**src/rtl/mc_rdata_pack.sv**
```systemverilog
// mc_rdata_pack: packs R = AXI_DATA_WIDTH/ARRAY_DATA_WIDTH narrow array read
// beats into one AXI read beat, buffers packed words in a small FIFO and
// presents them on an AXI-style R channel, flagging the final word of a burst.
//
// Ports:
//   clk, rst            sole clock; synchronous active-high reset
//   mc_en               controller enable, gates command acceptance only
//   cmd_vld/cmd_rdy     read burst command handshake, cmd_len = beats-1
//   array_rdata_vld     array beat strobe (no backpressure), array_rdata data
//   axi_s_rvalid/rready AXI read beat handshake
//   axi_s_rdata/rlast   packed data from FIFO head, last-beat flag
//   axi_s_rpar          per-byte even parity (only with MC_RDATA_PACK_PARITY_EN)
//   busy                FSM not idle
//   ovf_err, stray_err  sticky errors, cleared on next accepted command
//
// Build option: define MC_RDATA_PACK_PARITY_EN to add axi_s_rpar and its
// FIFO storage.
module mc_rdata_pack #(
    parameter int ARRAY_DATA_WIDTH = 64,
    parameter int AXI_DATA_WIDTH   = 256,
    parameter int AXI_LEN_WIDTH    = 8,
    parameter int FIFO_DEPTH       = 4
) (
    input  logic                        clk,
    input  logic                        rst,
    input  logic                        mc_en,
    input  logic                        cmd_vld,
    output logic                        cmd_rdy,
    input  logic [AXI_LEN_WIDTH-1:0]    cmd_len,
    input  logic                        array_rdata_vld,
    input  logic [ARRAY_DATA_WIDTH-1:0] array_rdata,
    output logic                        axi_s_rvalid,
    input  logic                        axi_s_rready,
    output logic [AXI_DATA_WIDTH-1:0]   axi_s_rdata,
    output logic                        axi_s_rlast,
`ifdef MC_RDATA_PACK_PARITY_EN
    output logic [AXI_DATA_WIDTH/8-1:0] axi_s_rpar,
`endif
    output logic                        busy,
    output logic                        ovf_err,
    output logic                        stray_err
);
    localparam int R      = AXI_DATA_WIDTH / ARRAY_DATA_WIDTH;
    localparam int LANE_W = (R > 1) ? $clog2(R) : 1;
    localparam int PW     = $clog2(FIFO_DEPTH);
    localparam int CW     = AXI_LEN_WIDTH + 1;
`ifdef MC_RDATA_PACK_PARITY_EN
    localparam int PAR_W  = AXI_DATA_WIDTH / 8;
    localparam int ENT_W  = AXI_DATA_WIDTH + 1 + PAR_W;
`else
    localparam int ENT_W  = AXI_DATA_WIDTH + 1;
`endif

    localparam logic [1:0] S_IDLE  = 2'd0;
    localparam logic [1:0] S_PACK  = 2'd1;
    localparam logic [1:0] S_DRAIN = 2'd2;

    typedef logic [PW:0] ptr_t;

    logic [1:0]                           state_q;
    logic [AXI_LEN_WIDTH-1:0]             len_q;
    logic [LANE_W-1:0]                    lane_q;
    logic [CW-1:0]                        word_q;
    logic [R-1:0][ARRAY_DATA_WIDTH-1:0]   asm_q, asm_next;
    logic [AXI_DATA_WIDTH-1:0]            word_flat;
    ptr_t                                 wr_q, rd_q;
    logic [ENT_W-1:0]                     mem [FIFO_DEPTH];
    logic [ENT_W-1:0]                     push_ent, head;
    logic                                 ovf_q, stray_q;

    logic accept, beat, lane_last, word_done, is_last;
    logic empty, full, pop, push, drop, head_last;

    assign cmd_rdy   = (state_q == S_IDLE) && mc_en;
    assign accept    = cmd_vld && cmd_rdy;
    assign beat      = (state_q == S_PACK) && array_rdata_vld;
    assign lane_last = lane_q == LANE_W'(R - 1);
    assign word_done = beat && lane_last;
    assign is_last   = word_q == {1'b0, len_q};

    // Pointers carry one extra wrap bit to tell full from empty.
    assign empty = wr_q == rd_q;
    assign full  = (wr_q[PW] != rd_q[PW]) && (wr_q[PW-1:0] == rd_q[PW-1:0]);
    assign pop   = !empty && axi_s_rready;
    // A pop on the same edge frees the slot, so a full FIFO still accepts.
    assign push  = word_done && (!full || pop);
    assign drop  = word_done && full && !pop;

    // Completed word includes the beat arriving this cycle.
    always_comb begin
        asm_next         = asm_q;
        asm_next[lane_q] = array_rdata;
    end
    assign word_flat = asm_next;

`ifdef MC_RDATA_PACK_PARITY_EN
    logic [PAR_W-1:0] par;
    always_comb begin
        par = '0;
        for (int i = 0; i < PAR_W; i++) par[i] = ^word_flat[8*i +: 8];
    end
    assign push_ent   = {par, is_last, word_flat};
    assign axi_s_rpar = empty ? '0 : head[ENT_W-1 -: PAR_W];
`else
    assign push_ent = {is_last, word_flat};
`endif

    assign head         = mem[rd_q[PW-1:0]];
    assign head_last    = head[AXI_DATA_WIDTH];
    // Outputs gated by empty so the unreset storage never leaks out.
    assign axi_s_rvalid = !empty;
    assign axi_s_rdata  = empty ? '0 : head[AXI_DATA_WIDTH-1:0];
    assign axi_s_rlast  = !empty && head_last;
    assign busy         = state_q != S_IDLE;
    assign ovf_err      = ovf_q;
    assign stray_err    = stray_q;

    always_ff @(posedge clk) begin
        if (push) mem[wr_q[PW-1:0]] <= push_ent;
    end

    always_ff @(posedge clk) begin
        if (rst) begin
            state_q <= S_IDLE;
            len_q   <= '0;
            lane_q  <= '0;
            word_q  <= '0;
            asm_q   <= '0;
            wr_q    <= '0;
            rd_q    <= '0;
            ovf_q   <= 1'b0;
            stray_q <= 1'b0;
        end else begin
            case (state_q)
                S_PACK: if (beat) begin
                    asm_q  <= asm_next;
                    lane_q <= lane_last ? '0 : lane_q + LANE_W'(1);
                    if (lane_last) begin
                        // Advances even when the word is dropped on overflow.
                        word_q <= word_q + CW'(1);
                        if (is_last) state_q <= S_DRAIN;
                    end
                end
                S_DRAIN: if (pop && head_last) state_q <= S_IDLE;
                default: ;
            endcase
            if (array_rdata_vld && state_q != S_PACK) stray_q <= 1'b1;
            if (drop) ovf_q <= 1'b1;
            if (push) wr_q <= wr_q + ptr_t'(1);
            if (pop)  rd_q <= rd_q + ptr_t'(1);
            // Accept only happens in IDLE; its clears take priority.
            if (accept) begin
                len_q   <= cmd_len;
                lane_q  <= '0;
                word_q  <= '0;
                ovf_q   <= 1'b0;
                stray_q <= 1'b0;
                state_q <= S_PACK;
            end
        end
    end
endmodule

```
**config.mk**
```make
export PLATFORM = sky130hd
export DESIGN_NAME = mc_rdata_pack
export DESIGN_NICKNAME = d
export VERILOG_FILES = /design/src/rtl/mc_rdata_pack.sv
export SDC_FILE = /design/constraint.sdc
export NUM_CORES = 1
export LEC_CHECK = 0
export ABC_CLOCK_PERIOD_IN_PS = 24500
export BUFFER_PORTS_ARGS = -buffer_cell sky130_fd_sc_hd__buf_2
export CAP_MARGIN = 20
export CORE_ASPECT_RATIO = 0.7
export CORE_MARGIN = 5
export CORE_UTILIZATION = 40
export CTS_BUF_LIST = sky130_fd_sc_hd__clkbuf_4 sky130_fd_sc_hd__clkbuf_8 sky130_fd_sc_hd__clkbuf_16
export DETAILED_ROUTE_END_ITERATION = 6
export MAX_ROUTING_LAYER = met4
export PLACE_DENSITY_LB_ADDON = 0.05
export SLEW_MARGIN = 0
export SYNTH_ARGS = -nofsm -noshare
export SYNTH_HDL_FRONTEND = slang
export SYNTH_SLANG_ARGS = --single-unit
```
**constraint.sdc**
```tcl
create_clock -name clk -period 24.5 [get_ports clk]
set_input_delay 4.9 -clock clk [delete_from_list [all_inputs] [get_ports clk]]
set_output_delay 4.9 -clock clk [all_outputs]
set_load 0.05 [all_outputs]
```
==> results of run 1 <==
-- critical path: stages --
cell	delay, ps
buf_2	80
and2_1	140
buf_2	270
-- layout by cell type (no fill, tap or decap), drive strengths merged, types with 2 or more instances in the layout --
master / count
edfxtp: 1028
nor2: 535
buf: 379
dfxtp: 287
and2: 263
nor3: 259
mux4: 257
mux2: 256
clkbuf: 205
nand2: 28
clkinv: 27
a21oi: 16
xor2: 13
inv: 12
xnor2: 10
ha: 10
diode: 9
bufinv: 8
nand3: 8
clkinvlp: 5
nand4: 3
and3: 2
nand4b: 2
-- per-layer routing --
metal  GRT usage, %  vias up  share of wire, %
li1               -    12600                 -
met1           25.8    14900                44
met2           33.0      586                50
met3           3.14      199               3.9
met4           5.69        0               2.2
met5              -        -                 0
-- sequential cells by signal, indices dropped and copies added, names as in the netlist, named ones only --
signal / flops
mem: 1028
asm_q: 256
word_q: 9
len_q: 8
rd_q: 3
wr_q: 3
lane_q: 2
state_q: 2
ovf_err: 1
stray_err: 1
-- per-stage QoR --
stage	util, %	area (µm²)	worst slack [ps]
2_1_floorplan	-	52200	12600
3_3_place_gp	42.8	55300	14140
3_5_place_dp	42.8	55300	14200
4_1_cts	46.5	60000	14190
5_1_grt	46.5	60100	14170
6_report	46.5	60100	14200
-- synthesized netlist by cell type (all sizes together) --
| cell | number |
|---|---|
| a211oi | 1 |
| a21oi | 16 |
| a41oi | 1 |
| and2 | 263 |
| and3 | 2 |
| and3b | 1 |
| and4 | 1 |
| and4b | 1 |
| buf | 127 |
| clkbuf | 79 |
| dfxtp | 287 |
| edfxtp | 1028 |
| ha | 10 |
| inv | 8 |
| mux2 | 256 |
| mux4 | 257 |
| nand2 | 28 |
| nand2b | 1 |
| nand3 | 8 |
| nand4 | 3 |
| nand4b | 2 |
| nor2 | 535 |
| nor2b | 1 |
| nor3 | 259 |
| nor4 | 1 |
| or3 | 1 |
| xnor2 | 10 |
| xor2 | 13 |
-- how the worst max path moves through the flow --
stage          slack (ps)       startpoint  cells past startpoint             endpoint
2_1_floorplan       12600  array_rdata_vld                      3  mem[0][0]$_DFFE_PP_
3_3_place_gp        14140            mc_en                      3              cmd_rdy
3_5_place_dp        14200            mc_en                      3              cmd_rdy
4_1_cts             14190            mc_en                      3              cmd_rdy
5_1_grt             14170            mc_en                      3              cmd_rdy
6_report            14200            mc_en                      3              cmd_rdy
-- area by class of cell --
type,count,area [µm²]
Clock inverter,44,467
Multi-Input combinational cell,1671,14400
Inverter,8,30.0
Clock buffer,205,4230
Fill cell,11200,69000
Timing Repair Buffer,379,2110
Tap cell,1736,2170
Antenna cell,9,22.5
Sequential cell,1315,36600
-- power groups by stage --
| stage | Sequential [W] | Clock (W) | Combinational (W) |
|---|---|---|---|
| 6_report | 0.00244 | 0.00214 | 0.000150 |
| 5_1_grt | 0.00244 | 0.00229 | 0.000167 |
| 4_1_cts | 0.00244 | 0.00219 | 0.000152 |
| 3_5_place_dp | 0.00249 | 0 | 0.000152 |
| 3_3_place_gp | 0.00249 | 0 | 0.000143 |
| 2_1_floorplan | 0.00249 | 0 | 0.0000997 |
-- kinds of logic (layout without fill, tap and decap cells) --
logic type | count (synthesis) | after routing
AO/OA/AOI/OAI | 18 | 18
XOR/XNOR | 23 | 23
adder cells (fa/ha/maj) | 10 | 10
buffers and inverters | 214 | 636
flip-flops | 1315 | 1315
multiplexers | 513 | 513
other | 0 | 9
AND/OR/NAND/NOR | 1107 | 1107
==> key figures, run 1 <==
Status
  – Status: finished clean

Logic synthesis
  – Largest family of logic cells by synthesized area: multiplexers
  – Post-Syn Area per Cell: 16.3 µm²
  – Post-Synth Simple-Gate Area: 9.99%
  – Cell taking the most area after synthesis: edfxtp_1
  – Syn_nets: 3288
  – Synth warn: 0
  – Synth Area in Compound Gates: less than 1%
  – Post-Synth XOR/XNOR Area: 0.386%
  – Largest cells by area after synthesis: edfxtp_1, mux4_2, dfxtp_1
  – Post-Syn Area: 52200 µm²
  – Adder-Cell Fraction of Synth Area: 0.240%
  – Seq/Total Area, Yosys: between 70 and 80%
  – Post-Synthesis Cells: 3200
  – Flops & latches, synth: 1315
  – Mux cell area share after synthesis: 16.6%
  – Synth cell types: 36
  – Share of the synthesized area in the top cell type: 59.1%

Timing
  – Final count of negative-setup-slack endpoints: 0
  – Maximum clock frequency: between 90 and 100 MHz
  – Worst hold margin: ~470 ps
  – Clock skew: about 30 ps
  – Worst slew margin: 24.2%
  – Min cycle time layout: 10300 ps
  – Final Hold Fails: 0
  – Period utilization: between 40% and 50%
  – Final setup TNS: 0 ps
  – Worst-margin pin slew: 1140 ps
  – Slew Limit Fails: 0
  – Unrepaired setup endpoints after global routing: no

Power
  – Sequential Power Share: roughly half
  – Pwr Total: roughly 0.0047 W
  – Internal: 0.00376 W
  – Sw Share: 20.4%
  – VDD IR-drop max: approximately 0.061 mV
  – Comb power frac: 3.2%
  – Static Leak: about 21 nW
  – Clock network power share: 45.2%
  – Power per cell area: a little under 80 nW/µm²
  – NetSw: 0.000966 W

Run
  – Max Cap Viol: 0

Min path
  – Worst hold endpoint: stray_err$_SDFFE_PP0P_
  – Hold Crit Start: stray_err$_SDFFE_PP0P_
  – Worst Hold Class: reg -> reg
  – Hold depth: 2

Finish
  – Share of cells above drive strength 1: roughly a third
  – Area Growth Syn to Fin: 15.1%
  – Layout net count: 3600
  – Layout Cells excl Fill: 5367

Clock network
  – CTS sink count: 1315
  – Clk root buf: clkbuf_16
  – Clock latency on the worst-skew pair: approximately 760 ps
  – Post-CTS Setup Inserts: 0
  – H-tree levels: 4
  – Post-cts hold buffer count: 0
  – Clock tree from TritonCTS: yes
  – CTS buffer count: 137
  – Max clock buf depth: 3
  – Clk slew on worst S/H paths: 60 ps
  – Post-cts resize count: 0

Floorplanning
  – Placeable Area: 129000 µm²
  – Row count: 110
  – I/O pin count: 340
  – Die area: 138000 µm²
  – Initial Utilization: 40.4%
  – Die H: 312 µm
  – Die W: 442 µm

Setup path
  – Setup crit end kind: output port
  – Crit Path Max Fanout: 2
  – R2R Path End: mem[0][167]$_DFFE_PP_
  – Worst R2R Start: lane_q[0]$_SDFFE_PP0P_
  – R2R setup slack: a little under 20000 ps
  – Setup CP Type: in -> out
  – R2R depth: 6
  – Critical Path Source Type: primary input
  – Worst path required time: 19600 ps
  – Critical path arrival: between 5000 and 6000 ps

Global route
  – Grt total ovfl: 0
  – First-pass GRT wire length: 200000 µm
  – Gr usage total: between 10% and 20%
  – Initial antenna violation count: 17
  – Vias in the first global route: about 30000
  – Largest net degree at the start of global routing: approximately 170

Place
  – Count of input and output buffers: 339
  – GPL Wtd Cong: 0.721
  – Post-detail-place hpwl: around 72000 µm
  – Number of instances in the placed design: 5108

Route
  – Iter 0 DRT Violations: 1948
  – DRT Pass-1 Iters: 5
  – Routed Antenna Nets: 0
  – DRC: 0
  – Final WL: 135000 µm
  – DR vias: 28300
  – Mean routed wirelength per cell: about 25 µm
  – Via density: 5.28
Power figures use the tool's default switching activity.
==> run 2, diff against run 1 <==
--- a/config.mk
+++ b/config.mk
@@ -5,7 +5,7 @@
 export SDC_FILE = /design/constraint.sdc
 export NUM_CORES = 1
 export LEC_CHECK = 0
-export ABC_CLOCK_PERIOD_IN_PS = 24500
+export ABC_CLOCK_PERIOD_IN_PS = 10300
 export BUFFER_PORTS_ARGS = -buffer_cell sky130_fd_sc_hd__buf_2
 export CAP_MARGIN = 20
 export CORE_ASPECT_RATIO = 0.7
==> constraint.sdc (replaced) <==
create_clock -name clk -period 10.3 [get_ports clk]
set_input_delay 2.06 -clock clk [delete_from_list [all_inputs] [get_ports clk]]
set_output_delay 2.06 -clock clk [all_outputs]
set_load 0.05 [all_outputs]
==> run 2 against run 1 <==
First-iteration DRC count rose by 2.0%. Flip-flop and latch count did not move. Design area fell by 0.14%. Worst hold slack improved by 3.7 ps. Non-clock buffer count fell by 8. Utilization fell by 0.065 points. Critical path depth rose by 1. Clock-buffer cell count did not move. Global-route usage barely moved. Routed wire length barely moved. Critical path type is now reg -> out. Die area did not move.
==> key figures, run 2 (synthesis gave the netlist of run 1 again) <==
Setup path
  – CP Depth: 4 (+1)
  – R2R Path End: mem[3][184]$_DFFE_PP_
  – R2R setup slack: 5430 ps (-14150 ps)
  – Crit Path Max Fanout: 44 (+42)
  – Setup crit end kind: output port
  – Critical path buffers and inverters: 2 (unchanged)
  – R2R depth: 6 (unchanged)
  – Crit path to: axi_s_rdata[61]
  – Critical-path top delay cell: dfxtp_4
  – Worst R2R Start: lane_q[0]$_SDFFE_PP0P_
  – Delay-heaviest family, CP: buffers and inverters
  – Worst path required time: 8240 ps (-11360 ps)
  – Setup CP Type: reg -> out
  – Critical path arrival: 3740 ps (-1660 ps)
  – Cell breakdown of the critical path: buf_4, mux4_2, and2_1, buf_2
  – Critical Path Source Type: flop
  – CP max stage delay: 990 ps (+720 ps)

Floorplanning
  – Die H: 312 µm (unchanged)
  – Initial Utilization: 40.4% (unchanged)
  – Placeable Area: 129000 µm² (unchanged)
  – I/O pin count: 340 (unchanged)
  – Die area: 138000 µm² (unchanged)
  – Row count: 110 (unchanged)
  – Die W: 442 µm (unchanged)

Clock network
  – Clk root buf: clkbuf_16
  – H-tree levels: 4 (unchanged)
  – Clk slew on worst S/H paths: 70 ps (about the same)
  – CTS buffer count: 136 (-0.73%)
  – Max clock buf depth: 3 (unchanged)
  – Post-cts resize count: 0 (unchanged)
  – Post-cts hold buffer count: 0 (unchanged)
  – CTS sink count: 1315 (unchanged)
  – Clock latency on the worst-skew pair: 750 ps (about the same)
  – Clock tree from TritonCTS: yes
  – Post-CTS Setup Inserts: 0 (unchanged)

Finish
  – Highest-count cells in the layout ignoring fill and taps: edfxtp_1, nor2_1, buf_2
  – Layout net count: 3591 (-0.25%)
  – Area Growth Syn to Fin: 14.9%
  – Share of cells above drive strength 1: 31.6% (-0.084 points)
  – Commonest non-fill, non-tap cell in the layout: edfxtp_1
  – Max reg flops: 1028 (unchanged)

Route
  – DRC: 0 (unchanged)
  – Iter 0 DRT Violations: 1986 (+2.0%)
  – DR WL met2: 67100 µm (-1.2%)
  – Routed wl met3: 5130 µm (-2.3%)
  – Wire length on met1: 58800 µm (about the same)
  – Via density: 5.27 (-0.20%)
  – DRT Pass-1 Iters: 5 (unchanged)
  – Mean routed wirelength per cell: 25.1 µm (about the same)
  – Routed Antenna Nets: 0 (unchanged)
  – Top layer in use: met4
  – DR vias: 28200 (-0.31%)
  – Final WL: 135000 µm (about the same)

Place
  – GPL Wtd Cong: 0.730 (+1.3%)
  – Post-detail-place hpwl: 70900 µm (-1.8%)
  – Post-Place Setup Slack: 4680 ps (-9520 ps)
  – Count of input and output buffers: 339 (unchanged)

Global route
  – First-pass GRT wire length: 201000 µm (+0.52%)
  – Initial antenna violation count: 18 (+1)
  – Grt total ovfl: 0 (unchanged)
  – Vias in the first global route: 30200 (+0.71%)
  – Gr usage total: 20.0% (+0.047 points)
  – Largest net degree at the start of global routing: 195 (+17%)

Timing
  – Clock skew: 16.6 ps (-13.6 ps)
  – Maximum clock frequency: 173 MHz
  – Worst slew margin: 9.07% (-15 points)
  – Worst-margin pin slew: 1360 ps (+227 ps)
  – Slew Limit Fails: 0 (unchanged)
  – Min cycle time layout: just under 6000 ps
  – Final Hold Fails: 0 (unchanged)
  – Fin worst setup slack: 4500 ps (-9690 ps)
  – Final count of negative-setup-slack endpoints: 0 (unchanged)
  – Final setup TNS: 0 ps (unchanged)
  – Unrepaired setup endpoints after global routing: no
  – Period utilization: 56.3%

Power
  – VDD IR-drop max: 0.104 mV (+72%)
  – Power per cell area: 187 nW/µm² (+140%)
  – Static Leak: 21.2 nW (-0.14%)

Min path
  – Worst Hold Class: reg -> reg
  – Hold depth: 2 (unchanged)

Status
  – Status: finished clean

Run
  – Max Cap Viol: 0 (unchanged)
run 2: power breakdown:
part / internal, W / switching [W]
clock network: 0.00303 / 0.00203
registers: 0.00578 / 0.0000263
logic: 0.000121 / 0.000238
run 2: worst min-delay path: stages, from the launching register on:
cell     delay [ps]
dfxtp_1         320
nand2_1          50
a21oi_1          50
run 2: how the worst min path moves through the flow:
stage | from | to | slack (ps)
final | len_q[0]$_SDFFE_PP0P_ | len_q[0]$_SDFFE_PP0P_ | 470
after global routing | len_q[5]$_SDFFE_PP0P_ | len_q[5]$_SDFFE_PP0P_ | 490
after CTS | len_q[5]$_SDFFE_PP0P_ | len_q[5]$_SDFFE_PP0P_ | 480
after detailed placement | stray_err$_SDFFE_PP0P_ | stray_err$_SDFFE_PP0P_ | 470
after global placement | ovf_err$_SDFFE_PP0P_ | ovf_err$_SDFFE_PP0P_ | 460
after floorplan | len_q[0]$_SDFFE_PP0P_ | len_q[0]$_SDFFE_PP0P_ | 440
run 2: metal layers:
metal	track usage (%)	vias to the layer above
li1	-	12600
met1	25.8	14800
met2	33.0	604
met3	2.83	213
met4	6.73	0
met5	-	-
run 2: final cells by class:
cell class              count  area [µm²]
diodes                      6        15.0
clock buffers             205        4130
clock inverters            49         523
fillers                 11300       69100
inverters                   8        30.0
multi-input cells        1671       14400
flip-flops and latches   1315       36600
well taps                1736        2170
repair buffers            371        2080
run 2: per-stage QoR:
stage | power [W] | hold slack [ps] | cell area [µm²] | instances | util [%]
final | 0.0112 | 474 | 60000 | 5361 | 46.5
after global routing | 0.0116 | 493 | 60000 | 5361 | 46.5
after CTS | 0.0114 | 478 | 59900 | 5354 | 46.4
after detailed placement | 0.00628 | 467 | 55300 | 5100 | 42.8
after global placement | 0.00626 | 457 | 55300 | 5100 | 42.8
after floorplan | 0.00615 | 445 | 52200 | 3200 | -
==> run 3, diff against run 2 <==
--- a/config.mk
+++ b/config.mk
@@ -5,7 +5,7 @@
 export SDC_FILE = /design/constraint.sdc
 export NUM_CORES = 1
 export LEC_CHECK = 0
-export ABC_CLOCK_PERIOD_IN_PS = 10300
+export ABC_CLOCK_PERIOD_IN_PS = 5000
 export BUFFER_PORTS_ARGS = -buffer_cell sky130_fd_sc_hd__buf_2
 export CAP_MARGIN = 20
 export CORE_ASPECT_RATIO = 0.7
==> constraint.sdc (replaced) <==
create_clock -name clk -period 5 [get_ports clk]
set_input_delay 1 -clock clk [delete_from_list [all_inputs] [get_ports clk]]
set_output_delay 1 -clock clk [all_outputs]
set_load 0.05 [all_outputs]
==> run 3 against run 2 <==
Clock power rose by 100%. First-iteration DRC count down 3.7%. Critical path depth did not move. Clock skew grew 5.2 ps. Sequential power is 110% higher. Flip-flop and latch count is the same. Setup slack lost 3700 ps. Combinational power grew 110%. Worst hold slack is essentially flat. Final cell count grew 0.47%. Clock-buffer cell count shrank 4. Critical path type unchanged. Critical endpoint is now axi_s_rdata[244].
==> key figures, run 3 (synthesis gave the netlist of run 1 again) <==
Clock network
  – Post-CTS Setup Inserts: 0 (unchanged)
  – Post-cts hold buffer count: 0 (unchanged)
  – CTS buffer count: 137 (+0.74%)
  – CTS sink count: 1315 (unchanged)
  – Clock latency on the worst-skew pair: 760 ps (about the same)
  – H-tree levels: 4 (unchanged)
  – Max clock buf depth: 3 (unchanged)
  – Clock tree from TritonCTS: yes
  – Clk root buf: clkbuf_16
  – Clk slew on worst S/H paths: 60 ps (about the same)
  – Post-cts resize count: 0 (unchanged)

Finish
  – Commonest non-fill, non-tap cell in the layout: edfxtp_1
  – Finished Cell Area: 60400 µm² (+0.71%)
  – Highest-count cells in the layout ignoring fill and taps: edfxtp_1, nor2_1, buf_2
  – Max reg flops: 1028 (unchanged)
  – Share of cells above drive strength 1: 31.9% (+0.32 points)
  – Seq. cell area: 36600 µm² (unchanged)
  – Layout net count: 3617 (+0.72%)
  – Layout Cells excl Fill: 5386 (+0.47%)
  – Area occupied by multi-input gates: 14400 µm² (unchanged)
  – Fill count: 11200 (-0.88%)
  – Area Growth Syn to Fin: 15.7%

Floorplanning
  – I/O pin count: 340 (unchanged)
  – Initial Utilization: 40.4% (unchanged)
  – Die area: 138000 µm² (unchanged)
  – Row count: 110 (unchanged)
  – Die W: 442 µm (unchanged)
  – Placeable Area: 129000 µm² (unchanged)
  – Die H: 312 µm (unchanged)

Route
  – Iter 0 DRT Violations: 1913 (-3.7%)
  – DRC: 0 (unchanged)
  – DR vias: 28300 (+0.21%)
  – DRT Pass-1 Iters: 5 (unchanged)
  – Mean routed wirelength per cell: 25.1 µm (about the same)
  – Via density: 5.25 (-0.26%)
  – Routed Antenna Nets: 0 (unchanged)
  – Final WL: 135000 µm (+0.47%)

Place
  – Number of instances in the placed design: 5126 (+0.51%)
  – GPL Wtd Cong: 0.733 (+0.34%)
  – Count of input and output buffers: 339 (unchanged)
  – Placement Cell Area: 55800 µm² (+0.98%)
  – Post-Place Setup Slack: 1460 ps (-3220 ps)
  – Post-detail-place hpwl: 76800 µm (+8.3%)

Min path
  – Hold Crit Start: len_q[7]$_SDFFE_PP0P_
  – Worst Hold Class: reg -> reg
  – Hold depth: 2 (unchanged)
  – Worst hold endpoint: len_q[7]$_SDFFE_PP0P_

Setup path
  – Setup CP Type: reg -> out
  – R2R setup slack: 2080 ps (-3350 ps)
  – Worst path required time: 4000 ps (-4240 ps)
  – Setup crit end kind: output port
  – Worst R2R Start: lane_q[0]$_SDFFE_PP0P_
  – Critical Path Source Type: flop
  – R2R depth: 5 (-1)
  – Crit Path Max Fanout: 37 (-16%)
  – R2R Path End: mem[2][89]$_DFFE_PP_
  – Critical path arrival: 3200 ps (-540 ps)

Timing
  – Period utilization: around 84%
  – Final setup TNS: 0 ps (unchanged)
  – Final count of negative-setup-slack endpoints: 0 (unchanged)
  – Fin worst setup slack: 801 ps (-3700 ps)
  – Min cycle time layout: 4200 ps
  – Unrepaired setup endpoints after global routing: no
  – Maximum clock frequency: 238 MHz
  – Final Hold Fails: 0 (unchanged)
  – Worst hold margin: 474 ps (-0.0550 ps)
  – Clock skew: 21.7 ps (+5.16 ps)
  – Worst slew margin: 21.4% (+12 points)
  – Slew Limit Fails: 0 (unchanged)
  – Worst-margin pin slew: 1180 ps (-184 ps)

Status
  – Status: finished clean

Global route
  – Vias in the first global route: 30100 (-0.27%)
  – Grt total ovfl: 0 (unchanged)
  – Initial antenna violation count: 15 (-3)
  – Gr usage total: 20.2% (+0.12 points)
  – First-pass GRT wire length: 202000 µm (+0.28%)
  – Largest net degree at the start of global routing: 144 (-26%)

Run
  – Max Cap Viol: 0 (unchanged)

Power
  – VDD IR-drop max: 0.300 mV (+190%)
  – Static Leak: 21.3 nW (+0.78%)
  – Power per cell area: 380 nW/µm² (+100%)
## run 3: area by class of cell
cell class                 count  share of cell area [%]
sequential                  1315                    60.6
multi-input combinational   1671                    23.8
clock buffer                 201                    6.84
timing repair buffer         396                    4.29
tap                         1736                    3.60
clock inverter                54                   0.717
inverter                       8                  0.0497
antenna                        5                  0.0207
## run 3: metrics by stage
step                      total power [W]  util [%]
after floorplan                    0.0127         -
after global placement             0.0129      43.2
after detailed placement           0.0129      43.2
after CTS                          0.0232      46.8
after global routing               0.0238      46.8
final                              0.0229      46.8
## run 3: per-layer routing
layer  global-route usage (%)  wire length (µm)  up-vias
li1                         -                 -    12700
met1                     26.3             59500    14800
met2                     32.7             66700      664
met3                     3.03              5660      190
met4                     6.67              3610        0
met5                        -                 0        -
## run 3: worst max path at each step
stage	from	slack [ps]	depth (start not counted)	end
4_1_cts	flop	610	4	axi_s_rdata[19]
5_1_grt	flop	530	4	axi_s_rdata[101]
6_report	flop	800	4	axi_s_rdata[244]
2_1_floorplan	array_rdata_vld	-130	3	mem[0][0]$_DFFE_PP_
3_5_place_dp	flop	1460	4	axi_s_rdata[244]
3_3_place_gp	flop	1470	4	axi_s_rdata[159]
## run 3: critical path, stage by stage (launching register included)
cell and delay, ps:
dfxtp_4 1040, buf_4 420, mux4_2 580, and2_1 190
buf_2 210
## run 3: power by group
group	switching [W]	internal, W
clock network	0.00422	0.00601
registers	0.0000543	0.0119
logic	0.000496	0.000252
